===== config.mk =====
export PLATFORM = sky130hd
export DESIGN_NAME = imem_loader
export DESIGN_NICKNAME = d
export VERILOG_FILES = /design/src/rtl/imem_loader_pkg.sv /design/src/rtl/imem_loader.sv
export SDC_FILE = /design/constraint.sdc
export NUM_CORES = 1
export LEC_CHECK = 0
export ABC_AREA = 1
export ABC_CLOCK_PERIOD_IN_PS = 4230
export CORE_MARGIN = 10
export CORE_UTILIZATION = 35
export CTS_CLUSTER_SIZE = 20
export DETAILED_ROUTE_END_ITERATION = 10
export GPL_TIMING_DRIVEN = 0
export PLACE_DENSITY = 0.63
export SETUP_SLACK_MARGIN = 0.15
export SLEW_MARGIN = 20
export SYNTH_ARGS = -nofsm -noshare
export SYNTH_HDL_FRONTEND = slang
export SYNTH_SLANG_ARGS = --single-unit
export TNS_END_PERCENT = 20

===== constraint.sdc =====
create_clock -name clock -period 4.23 [get_ports clock]
set_input_delay 0.423 -clock clock [delete_from_list [all_inputs] [get_ports clock]]
set_output_delay 0.423 -clock clock [all_outputs]
set_load 0.01 [all_outputs]

===== src/rtl/imem_loader_pkg.sv =====
// Shared definitions for the IRAM program loader: default frame header
// and the loader state encoding.
package imem_loader_pkg;

  localparam logic [7:0] HEADER_DEFAULT = 8'hA5;

  typedef enum logic [2:0] {
    IDLE  = 3'd0,
    LEN   = 3'd1,
    DATA  = 3'd2,
    WRITE = 3'd3,
    CHECK = 3'd4,
    DONE  = 3'd5,
    ERR   = 3'd6
  } state_t;

endpackage


===== src/rtl/imem_loader.sv =====
// Byte-stream program loader. Receives a framed image
// (HEADER, N, 4N payload bytes, XOR checksum), assembles little-endian
// words, writes them into IRAM and releases the core only after a
// frame with a good checksum.
//
// Handshake: a byte moves on a posedge where rxValid && rxReady.
// rxReady is low only in the WRITE cycle, and the source must hold
// rxData/rxValid stable until the byte is accepted.
module imem_loader
  import imem_loader_pkg::*;
#(
  parameter int          ADDR_WIDTH = 8,
  parameter logic [7:0]  HEADER     = HEADER_DEFAULT
) (
  input  logic                  clock,
  input  logic                  clear,
  input  logic [7:0]            rxData,
  input  logic                  rxValid,
  output logic                  rxReady,
  output logic [ADDR_WIDTH-1:0] wrAddr,
  output logic [31:0]           wrData,
  output logic                  wrEn,
  output logic                  coreClear,
  output logic                  done,
  output logic                  error,
  output state_t                dbgState
);

  localparam int WORD_BITS = ADDR_WIDTH - 2;
  localparam int MAX_WORDS = 2 ** WORD_BITS;

  state_t               state;
  logic [7:0]           nWords;
  logic [WORD_BITS-1:0] wordIdx;
  logic [1:0]           byteIdx;
  logic [7:0]           chk;
  logic [23:0]          lanes;    // bytes 0..2 of the word being built
  logic                 accept;
  logic                 lastWord;

  // Ready everywhere except the single WRITE cycle.
  assign rxReady  = (state != WRITE);
  assign accept   = rxValid && rxReady;
  assign lastWord = (32'(wordIdx) == (32'(nWords) - 32'd1));
  assign dbgState = state;

  // Frame parser, word assembler and registered IRAM/core-control outputs.
  always_ff @(posedge clock) begin
    if (!clear) begin
      state     <= IDLE;
      nWords    <= 8'd0;
      wordIdx   <= '0;
      byteIdx   <= 2'd0;
      chk       <= 8'd0;
      lanes     <= 24'd0;
      wrAddr    <= '0;
      wrData    <= 32'd0;
      wrEn      <= 1'b0;
      coreClear <= 1'b0;
      done      <= 1'b0;
      error     <= 1'b0;
    end else begin
      case (state)
        IDLE: begin
          if (accept && rxData == HEADER) state <= LEN;
        end
        LEN: begin
          if (accept) begin
            // Bounding N here guarantees wrAddr never wraps.
            if (rxData == 8'd0 || 32'(rxData) > MAX_WORDS) begin
              state     <= ERR;
              error     <= 1'b1;
              done      <= 1'b0;
              coreClear <= 1'b0;
            end else begin
              nWords  <= rxData;
              wordIdx <= '0;
              byteIdx <= 2'd0;
              chk     <= 8'd0;
              state   <= DATA;
            end
          end
        end
        DATA: begin
          if (accept) begin
            chk     <= chk ^ rxData;
            byteIdx <= byteIdx + 2'd1;
            if (byteIdx == 2'd3) begin
              // The 4th byte goes straight into wrData with the held lanes.
              wrEn   <= 1'b1;
              wrAddr <= {wordIdx, 2'b00};
              wrData <= {rxData, lanes};
              state  <= WRITE;
            end else begin
              lanes[{byteIdx, 3'b000} +: 8] <= rxData;
            end
          end
        end
        WRITE: begin
          wrEn    <= 1'b0;
          wordIdx <= wordIdx + 1'b1;
          byteIdx <= 2'd0;
          state   <= lastWord ? CHECK : DATA;
        end
        CHECK: begin
          if (accept) begin
            if (rxData == chk) begin
              state     <= DONE;
              done      <= 1'b1;
              coreClear <= 1'b1;
            end else begin
              state     <= ERR;
              error     <= 1'b1;
              coreClear <= 1'b0;
            end
          end
        end
        DONE, ERR: begin
          // A new header restarts loading and holds the core again.
          if (accept && rxData == HEADER) begin
            state     <= LEN;
            done      <= 1'b0;
            error     <= 1'b0;
            coreClear <= 1'b0;
          end
        end
        default: state <= IDLE;
      endcase
    end
  end

endmodule


==> results of run 1 <==
## final timing paths
kind                    start   endpoint  slack, ps  depth (start not counted)
setup / recovery  dbgState[0]    rxReady       1930                          4
hold / removal           done       done        450                          2
setup reg to reg  dbgState[1]  wrAddr[2]       2270                         11
hold reg to reg          done       done        450                          2
## registers in the layout, summed over array words and instances (netlist names)
signal	count
error	1
lanes	24
wrData	32
wrEn	1
nWords	8
done	1
wrAddr	6
coreClear	1
byteIdx	2
wordIdx	6
chk	8
dbgState	3
## metal layers
metal	up-vias	share of wire (%)
li1	2085	-
met1	1927	48
met2	134	43
met3	15	7.0
met4	0	1.9
met5	-	0
## tightest hold or removal path, delay by kind of cell, from the launching register on
family,cells,cell delay (ps)
buffers and inverters,1,50
AO/OA/AOI/OAI,1,50
flip-flops,1,310
## logic make-up (layout without fill, tap and decap cells)
family | Yosys count | after routing | synth area share (%)
AO/OA/AOI/OAI | 120 | 120 | 14.1
XOR/XNOR | 13 | 13 | 2.63
adder cells (fa/ha/maj) | 7 | 7 | 2.02
buffers and inverters | 77 | 142 | 7.85
flip-flops | 93 | 93 | 43.0
other | 1 | 2 | 0.0865
AND/OR/NAND/NOR | 281 | 281 | 30.3
## power breakdown
group | switching, mW | internal, mW
clock network | 0.355 | 0.598
registers | 0.0131 | 0.887
logic | 0.117 | 0.0647
## area by class of cell
class / count / area [um2] / area share [%]
well taps: 168 / 210 / 3.90
clock inverters: 6 / 115 / 2.14
clock buffers: 10 / 239 / 4.43
inverters: 39 / 146 / 2.72
plain buffers: 38 / 194 / 3.60
multi-input cells: 423 / 2130 / 39.6
flip-flops and latches: 93 / 1860 / 34.5
repair buffers: 49 / 490 / 9.10
## cell usage after synthesis
cell	count	area, um2
nor2_8	1	20.0
buf_4	2	15.0
nor2_4	2	22.5
nor2_1	41	154
o21ai_0	19	95.1
nor3_2	1	10.0
nand3b_1	3	22.5
buf_2	11	55.1
ha_1	7	87.6
nand3_1	64	320
o22ai_1	1	6.26
dfxtp_1	93	1860
nand3_4	3	52.6
a21oi_1	95	475
or2_2	1	6.26
or2_0	5	31.3
inv_1	32	120
xnor2_1	7	61.3
o21ai_1	1	5.00
nand4_1	22	138
nor3b_1	1	7.51
buf_1	1	3.75
conb_1	1	3.75
buf_6	4	45.0
o211ai_1	3	22.5
inv_2	7	26.3
nand2_2	1	6.26
nor3_1	3	15.0
nor2_2	2	12.5
o21ai_2	1	8.76
xor2_1	6	52.6
nand2_1	130	488
clkbuf_1	20	75.1
and2_1	1	6.26
## cells in the final DEF (no fill, tap or decap), types with 9 or more instances in the layout
cell type        count
nand2_1            130
a21oi_1             95
dfxtp_1             93
nand3_1             64
clkdlybuf4s50_1     49
nor2_1              41
inv_1               32
nand4_1             22
clkbuf_1            20
o21ai_0             19
buf_2               11
clkbuf_16            9
## stage by stage
stage                     utilization (%)  hold slack, ps  std cells
after floorplan                         -             424        593
after global placement               41.8             435        810
after detailed placement             41.8             444        810
after CTS                            44.7             457        826
after global routing                 44.7             481        826
final                                44.7             454        826
==> reports/qor.yml, run 1 <==
outcome: "finished, final reports clean"
critPathBufInv: 2
crit_path_start_kind: "register"
finalCriticalPeriod_ps: 2300
power_density_mw_per_mm2: 377
synth.distinct_cells: 34
met3_usage_pct: 3.13
max_freq_ghz: 0.435
root_buffer: "clkbuf_16"
critical_path_class: "reg -> out"
synthCells: 592
grt_pass1_vias: 3939
drc: 0
yosysSeqAreaShare_pct: 43.0
min_path_type: "reg -> reg"
critical-path-slowest-cell: "dfxtp_1"
wl_um: 12200
port-buffer-count: 49
post_drt_wl_per_cell_um: 14.8
drv_cap: 0
power_mw: 2.03
grt_antenna_before_repair: 0
p_leak_nw: 1.95
setup_viol: 0
cp.required_ps: 3810
clk_path_buf_depth: 2
nNetsFinal: 671
clock_sinks: 93
vias: 4161
post_cts_resized: 0
slowest_delay_ps: 510
htreeDepth: 3
worstMarginPinSlew_ps: 577
finalCritPeriodShare_pct: 54.3
placed_area_mm2: 0.00504
overflow: 0
grt_usage_pct: 13.9
rows: 40
grt.met1_usage_pct: 19.1
drtPass1Iterations: 5
gp_congestion: 0.885
cts_buffers: 9
antenna_left: 0
drive_gt1_share_pct: 7.90
cp_cell_sequence: "nand2_1 -> nor2_4 -> inv_2 -> clkdlybuf4s50_1"
design.core.area_mm2: 0.0121
end_kind: "output port"
ys_warn_count: 0
synth-seq-cells: 93
preCtsSetupSlack_ps: 1760
grt-busiest-layer: "met2"
cts_hold_buf: 0
grt_max_degree: 17
postCtsSetupRepairBufs: 0
setup_tns_ps: 0
io_pins: 59
die_h_um: 131
relSlewSlack_pct: 61.6
vias_per_cell: 5.04
initial_utilization_pct: 35.9
clk_pin_slew_ps: 70
nFillCells: 1237
clk_latency_ps: 340
worst_slack_ps: 1930
crit_family: "buffers and inverters"
clock_skew_ps: 7.51
grtUsageMet2_pct: 20.9
crit_arrival_ps: 1870
dp_hpwl_um: 8960
synth.avg_cell_area_um2: 7.32
slew_violations: 0
ir_drop_v: 0.000197
synth_area_mm2: 0.00433
n_antenna_cell: 0
crit_fanout: 8
grt_pass1_wl_um: 20300
dieArea_mm2: 0.0172
hold_violations: 0
drt-initial-drc-count: 358
fin_area_mm2: 0.00539
die_w_um: 131
cts_tree: "done"
synthToLayoutAreaGrowth_pct: 24.4
rsz0062_at_grt: "no"
No activity file was read; power rests on OpenSTA's default activity.
==> run 2: changes to the inputs <==
--- a/config.mk
+++ b/config.mk
@@ -6,7 +6,7 @@
 export NUM_CORES = 1
 export LEC_CHECK = 0
 export ABC_AREA = 1
-export ABC_CLOCK_PERIOD_IN_PS = 4230
+export ABC_CLOCK_PERIOD_IN_PS = 2300
 export CORE_MARGIN = 10
 export CORE_UTILIZATION = 35
 export CTS_CLUSTER_SIZE = 20
==> constraint.sdc (replaced) <==
create_clock -name clock -period 2.3 [get_ports clock]
set_input_delay 0.23 -clock clock [delete_from_list [all_inputs] [get_ports clock]]
set_output_delay 0.23 -clock clock [all_outputs]
set_load 0.01 [all_outputs]
==> run 2 against run 1 <==
Net effect:
- via count is the same
- non-clock buffer count is the same
- setup slack lost 1600 ps
- power grew 84%
- critical path depth is the same
- design area is essentially flat
- combinational power grew 85%
- first-iteration DRC count is the same
- highest routed layer unchanged
==> reports/qor.yml, run 2 (same netlist as run 1, synthesis figures left out) <==
grt_antenna_before_repair: 0
final_common_cell: "nand2_1"
grt_usage_pct: 13.9
clk_latency_ps: 340
nNetsFinal: 671
multi_input_area_mm2: 0.00213
htreeDepth: 3
synthToLayoutAreaGrowth_pct: 24.5
dieArea_mm2: 0.0172
clock_skew_ps: 7.51
worstHoldStart: "rxData[4]"
p_leak_nw: 1.95
final_cell_mix: "nand2_1, a21oi_1, dfxtp_1"
drt-initial-drc-count: 358
slowest_delay_ps: 500
n_antenna_cell: 0
critical_path_class: "reg -> out"
drv_cap: 0
outcome: "finished, final reports clean"
power_mw: 3.74
setup_viol: 0
critical-path-slowest-cell: "clkdlybuf4s50_1"
port-buffer-count: 49
crit_family: "buffers and inverters"
end_kind: "output port"
nFillCells: 1237
largest_reg_flops: 32
rows: 40
seq_area_mm2: 0.00186
regMostFlops: "wrData"
hold_violations: 0
clk_path_buf_depth: 2
largestRegisters: "wrData: 32 flops, lanes: 24 flops"
drc: 0
finalCriticalPeriod_ps: 1980
cts_tree: "done"
slew_violations: 0
post_drt_wl_per_cell_um: 14.8
crit_fanout: 7
critPathLaunch: "dbgState[1]"
finalCritPeriodShare_pct: 85.9
rsz0062_at_grt: "yes"
grt_max_degree: 17
cp_cell_sequence: "nand2_1 -> nor2_4 -> inv_2 -> clkdlybuf4s50_1"
min_path_type: "in -> reg"
power_density_mw_per_mm2: 694
design.core.area_mm2: 0.0121
worstMarginPinSlew_ps: 577
clock_sinks: 93
relSlewSlack_pct: 61.6
grt_pass1_vias: 3939
drtPass1Iterations: 5
die_w_um: 131
setup_tns_ps: 0
die_h_um: 131
io_pins: 59
cts_hold_buf: 0
crit_arrival_ps: 1750
initial_utilization_pct: 35.9
drive_gt1_share_pct: 8.05
root_buffer: "clkbuf_16"
clk_pin_slew_ps: 70
max_freq_ghz: 0.506
critPathBufInv: 2
cts_buffers: 9
crit_path_start_kind: "register"
overflow: 0
vias: 4161
grt_pass1_wl_um: 20300
r2r-start: "dbgState[1]"
dp_hpwl_um: 8960
gp_congestion: 0.885
vias_per_cell: 5.04
wl_um: 12200
cp.required_ps: 2070
ir_drop_v: 0.000361
antenna_left: 0
==> run 2: cell counts in the layout (fill, tap and decap cells not counted) <==
No cell type changed its count.
==> run 2: stage by stage <==
step | util (%) | setup slack [ps] | hold WS, ps | instances | instance area (um2)
6_report | 44.7 | 324 | 288 | 826 | 5390
5_1_grt | 44.7 | 129 | 302 | 826 | 5390
4_1_cts | 44.7 | 190 | 292 | 826 | 5390
3_5_place_dp | 41.8 | 26.7 | 444 | 810 | 5040
3_3_place_gp | 41.8 | 20.8 | 435 | 810 | 5040
2_1_floorplan | - | 616 | 368 | 593 | 4340
==> run 2: metal layers <==
layer,vias to the layer above,share of wire (%),track usage (%)
met4,0,1.9,5.07
met5,-,0,0
li1,2085,-,-
met3,15,7.0,3.13
met2,134,43,20.9
met1,1927,48,19.1
==> run 2: area by class of cell <==
type                    instances  area share, %
clock inverters                 6           2.13
well taps                     168           3.90
clock buffers                  10           4.43
repair buffers                 49           9.10
plain buffers                  38           3.60
inverters                      39           2.71
flip-flops and latches         93           34.5
multi-input cells             423           39.6
==> run 2: tightest hold or removal path: cells and delay by family <==
family / cells / cell delay, ps
buffers and inverters: 1 / 180
and+or+nand+nor: 1 / 110
AOI/OAI and AO/OA: 1 / 60
==> run 2: final timing paths <==
path,to,slack [ps],cells after the start
worst min register to register,done,450,2
worst min-delay path,wrData[28],290,3
worst max-delay path,rxReady,320,4
worst max register to register,wrAddr[2],340,11
==> run 2: timing repair <==
| item | CTS | global route |
|---|---|---|
| setup endpoints to repair | 0 | 3 |
| gates resized for setup | 0 | 1 |
| setup buffers | 0 | 0 |
==> run 2: power breakdown <==
group / total (mW) / internal (mW) / switching (mW)
sequential: 1.66 / 1.63 / 0.0240
clock: 1.75 / 1.10 / 0.653
combinational: 0.334 / 0.119 / 0.215
==> run 3: changes to the inputs <==
--- a/config.mk
+++ b/config.mk
@@ -5,14 +5,15 @@
 export SDC_FILE = /design/constraint.sdc
 export NUM_CORES = 1
 export LEC_CHECK = 0
-export ABC_AREA = 1
+export ABC_AREA = 0
 export ABC_CLOCK_PERIOD_IN_PS = 2300
 export CORE_MARGIN = 10
 export CORE_UTILIZATION = 35
 export CTS_CLUSTER_SIZE = 20
 export DETAILED_ROUTE_END_ITERATION = 10
+export DONT_BUFFER_PORTS = 1
 export GPL_TIMING_DRIVEN = 0
-export PLACE_DENSITY = 0.63
+export PLACE_DENSITY = 0.57
 export SETUP_SLACK_MARGIN = 0.15
 export SLEW_MARGIN = 20
 export SYNTH_ARGS = -nofsm -noshare
==> run 3 against run 2 <==
Net effect:
- non-clock buffer count down 42
- largest power group is now sequential cells
- flip-flop and latch count stayed put
- critical endpoint is now wordIdx[4]
- cell count shrank 9.3%
- combinational power down 63%
==> reports/qor.yml, run 3 <==
root_buffer: "clkbuf_16"
regMostFlops: "wrData"
async_reset_ff_share_pct: 0
clk_pin_slew_ps: 60
clk_path_buf_depth: 2
fin_util_pct: 40.1
die_w_um: 134
cts_tree: "done"
synth_most_common_cell: "nand2_1"
crit_path_start_kind: "register"
rsz0062_at_grt: "yes"
vias: 3908
synth-seq-cells: 93
synth_common_cells: "nand2_1, dfxtp_1, a21boi_0, nand3_1, nor2_1"
finalCritPeriodShare_pct: 87.5
crit_arrival_ps: 2280
min_path_cells: 2
critical_path_class: "reg -> reg"
postCtsSetupRepairBufs: 0
drtPass1Iterations: 5
ir_drop_v: 0.000382
gp_congestion: 0.872
rows: 41
post_drt_wl_per_cell_um: 16.7
cts_hold_buf: 0
synth_edf_count: 0
worstMarginPinSlew_ps: 648
synth_top_area_cell: "dfxtp_1"
grt_pass1_vias: 3774
clk_latency_ps: 340
drc: 0
yosysSeqAreaShare_pct: 40.7
slew_violations: 0
r2r-start: "dbgState[0]"
clock_skew_ps: 5.04
dp_hpwl_um: 9130
crit_fanout: 10
grt_pass1_wl_um: 20200
wl_um: 12500
synth_top_area_share_pct: 40.7
power_density_mw_per_mm2: 631
die_h_um: 134
port-buffer-count: 0
htreeDepth: 3
clock_sinks: 93
end_kind: "register"
overflow: 0
finalCriticalPeriod_ps: 2010
antenna_left: 0
r2r_slack_ps: 290
min_path_type: "in -> reg"
synthFlopType: "dfxtp_1"
outcome: "finished, final reports clean"
grt_antenna_before_repair: 0
design.core.area_mm2: 0.0127
r2r-end: "wordIdx[4]"
critPathLaunch: "dbgState[0]"
synth_area_mm2: 0.00457
ys_warn_count: 0
hold_violations: 0
vias_per_cell: 5.22
synth.distinct_cells: 62
dieArea_mm2: 0.0180
initial_utilization_pct: 35.9
setup_viol: 0
drv_cap: 0
reg2reg_depth: 7
n_antenna_cell: 0
setup_tns_ps: 0
largest_reg_flops: 32
synthCells: 561
drt-initial-drc-count: 301
cts_buffers: 9
drive_gt1_share_pct: 8.32
p_leak_nw: 1.72
nNetsFinal: 591
relSlewSlack_pct: 56.8
grt_usage_pct: 13.8
grt_max_degree: 15
synthTopCellsByArea: "dfxtp_1, a21boi_0, nand2_1, nand3_1, xor2_1"
max_freq_ghz: 0.497
synthToLayoutAreaGrowth_pct: 11.6
final_cell_mix: "nand2_1, dfxtp_1, a21boi_0"
io_pins: 59
synth.avg_cell_area_um2: 8.15
largestRegisters: "wrData: 32 flops, lanes: 24 flops"
endpoint: "wordIdx[4]"
cp.required_ps: 2570
final_common_cell: "nand2_1"
==> run 3: cell types whose count changed in the layout (fill, tap and decap cells not counted), sizes merged, moves of 8 or more <==
cell / before / now
a21oi: 95 / 14
nand3: 67 / 36
nor2b: 0 / 14
a21boi: 0 / 67
or3: 0 / 8
inv: 41 / 13
nand4: 22 / 5
mux2i: 0 / 8
nor2: 46 / 23
clkdlybuf4s50: 49 / 0
nand2: 131 / 122
==> run 3: kinds of logic after synthesis <==
logic type      Yosys count  share of synthesized area, %
fa+ha+maj                 7                          1.92
xor+xnor                 15                          2.87
compound gates          130                          20.5
flops                    93                          40.7
simple gates            248                          25.7
other cells               1                        0.0820
mux                       9                          2.00
buf+inv                  58                          6.18
==> run 3: through the flow <==
stage | hold WS [ps] | total power, mW | cells | area [um2] | worst slack (ps)
floorplan | 410 | 1.73 | 562 | 4580 | 479
global placement | 441 | 1.77 | 734 | 4790 | 205
detailed placement | 453 | 1.77 | 734 | 4790 | 145
CTS | 95.1 | 3.25 | 749 | 5090 | 145
global route | 95.8 | 3.32 | 749 | 5100 | 112
finish | 97.7 | 3.22 | 749 | 5100 | 288
==> run 3: report_power, final <==
group / switching [mW] / internal [mW] / leakage, nW
Sequential: 0.000296 / 1.61 / 0.749
Clock: 0.614 / 0.869 / 0.139
Combinational: 0.0787 / 0.0441 / 0.836
Total: 0.693 / 2.52 / 1.72
==> run 3: timing repair <==
item,4_1_cts,5_1_grt
resized for setup,1,7
endpoints found under the hold margin,0,0
setup endpoints to repair,3,30
==> run 3: worst min path at each step <==
stage                     start  slack [ps]     endpoint
final                     clear         100  dbgState[1]
after floorplan           clear         410  dbgState[1]
after detailed placement  clear         450  dbgState[1]
after CTS                 clear         100  dbgState[1]
after global placement    clear         440  dbgState[1]
after global routing      clear         100  dbgState[1]
==> run 3: critical path, cell delays in order, from the launching register on <==
cell	delay [ps]
dfxtp_1	420
buf_4	210
and2b_1	230
nand2_1	220
and3_1	210
buf_2	160
or3_1	350
a21oi_1	150
==> run 3: area by class of cell <==
type                       instances  area (um2)
clock buffer                      12         246
clock inverter                     3        46.3
sequential                        93        1860
buffer                            45         239
tap                              172         215
fill                            1340        7620
inverter                          13        48.8
multi-input combinational        411        2440
==> run 3: per-layer routing <==
metal  share of wire [%]  up-vias  global-route usage (%)  wire, um
met1                  45     1819                    17.2      5650
met3                 8.2       20                    4.67      1020
met2                  44      112                    21.6      5540
li1                    -     1957                       -         -
met5                   0        -                       0         0
met4                 2.1        0                    5.14       268
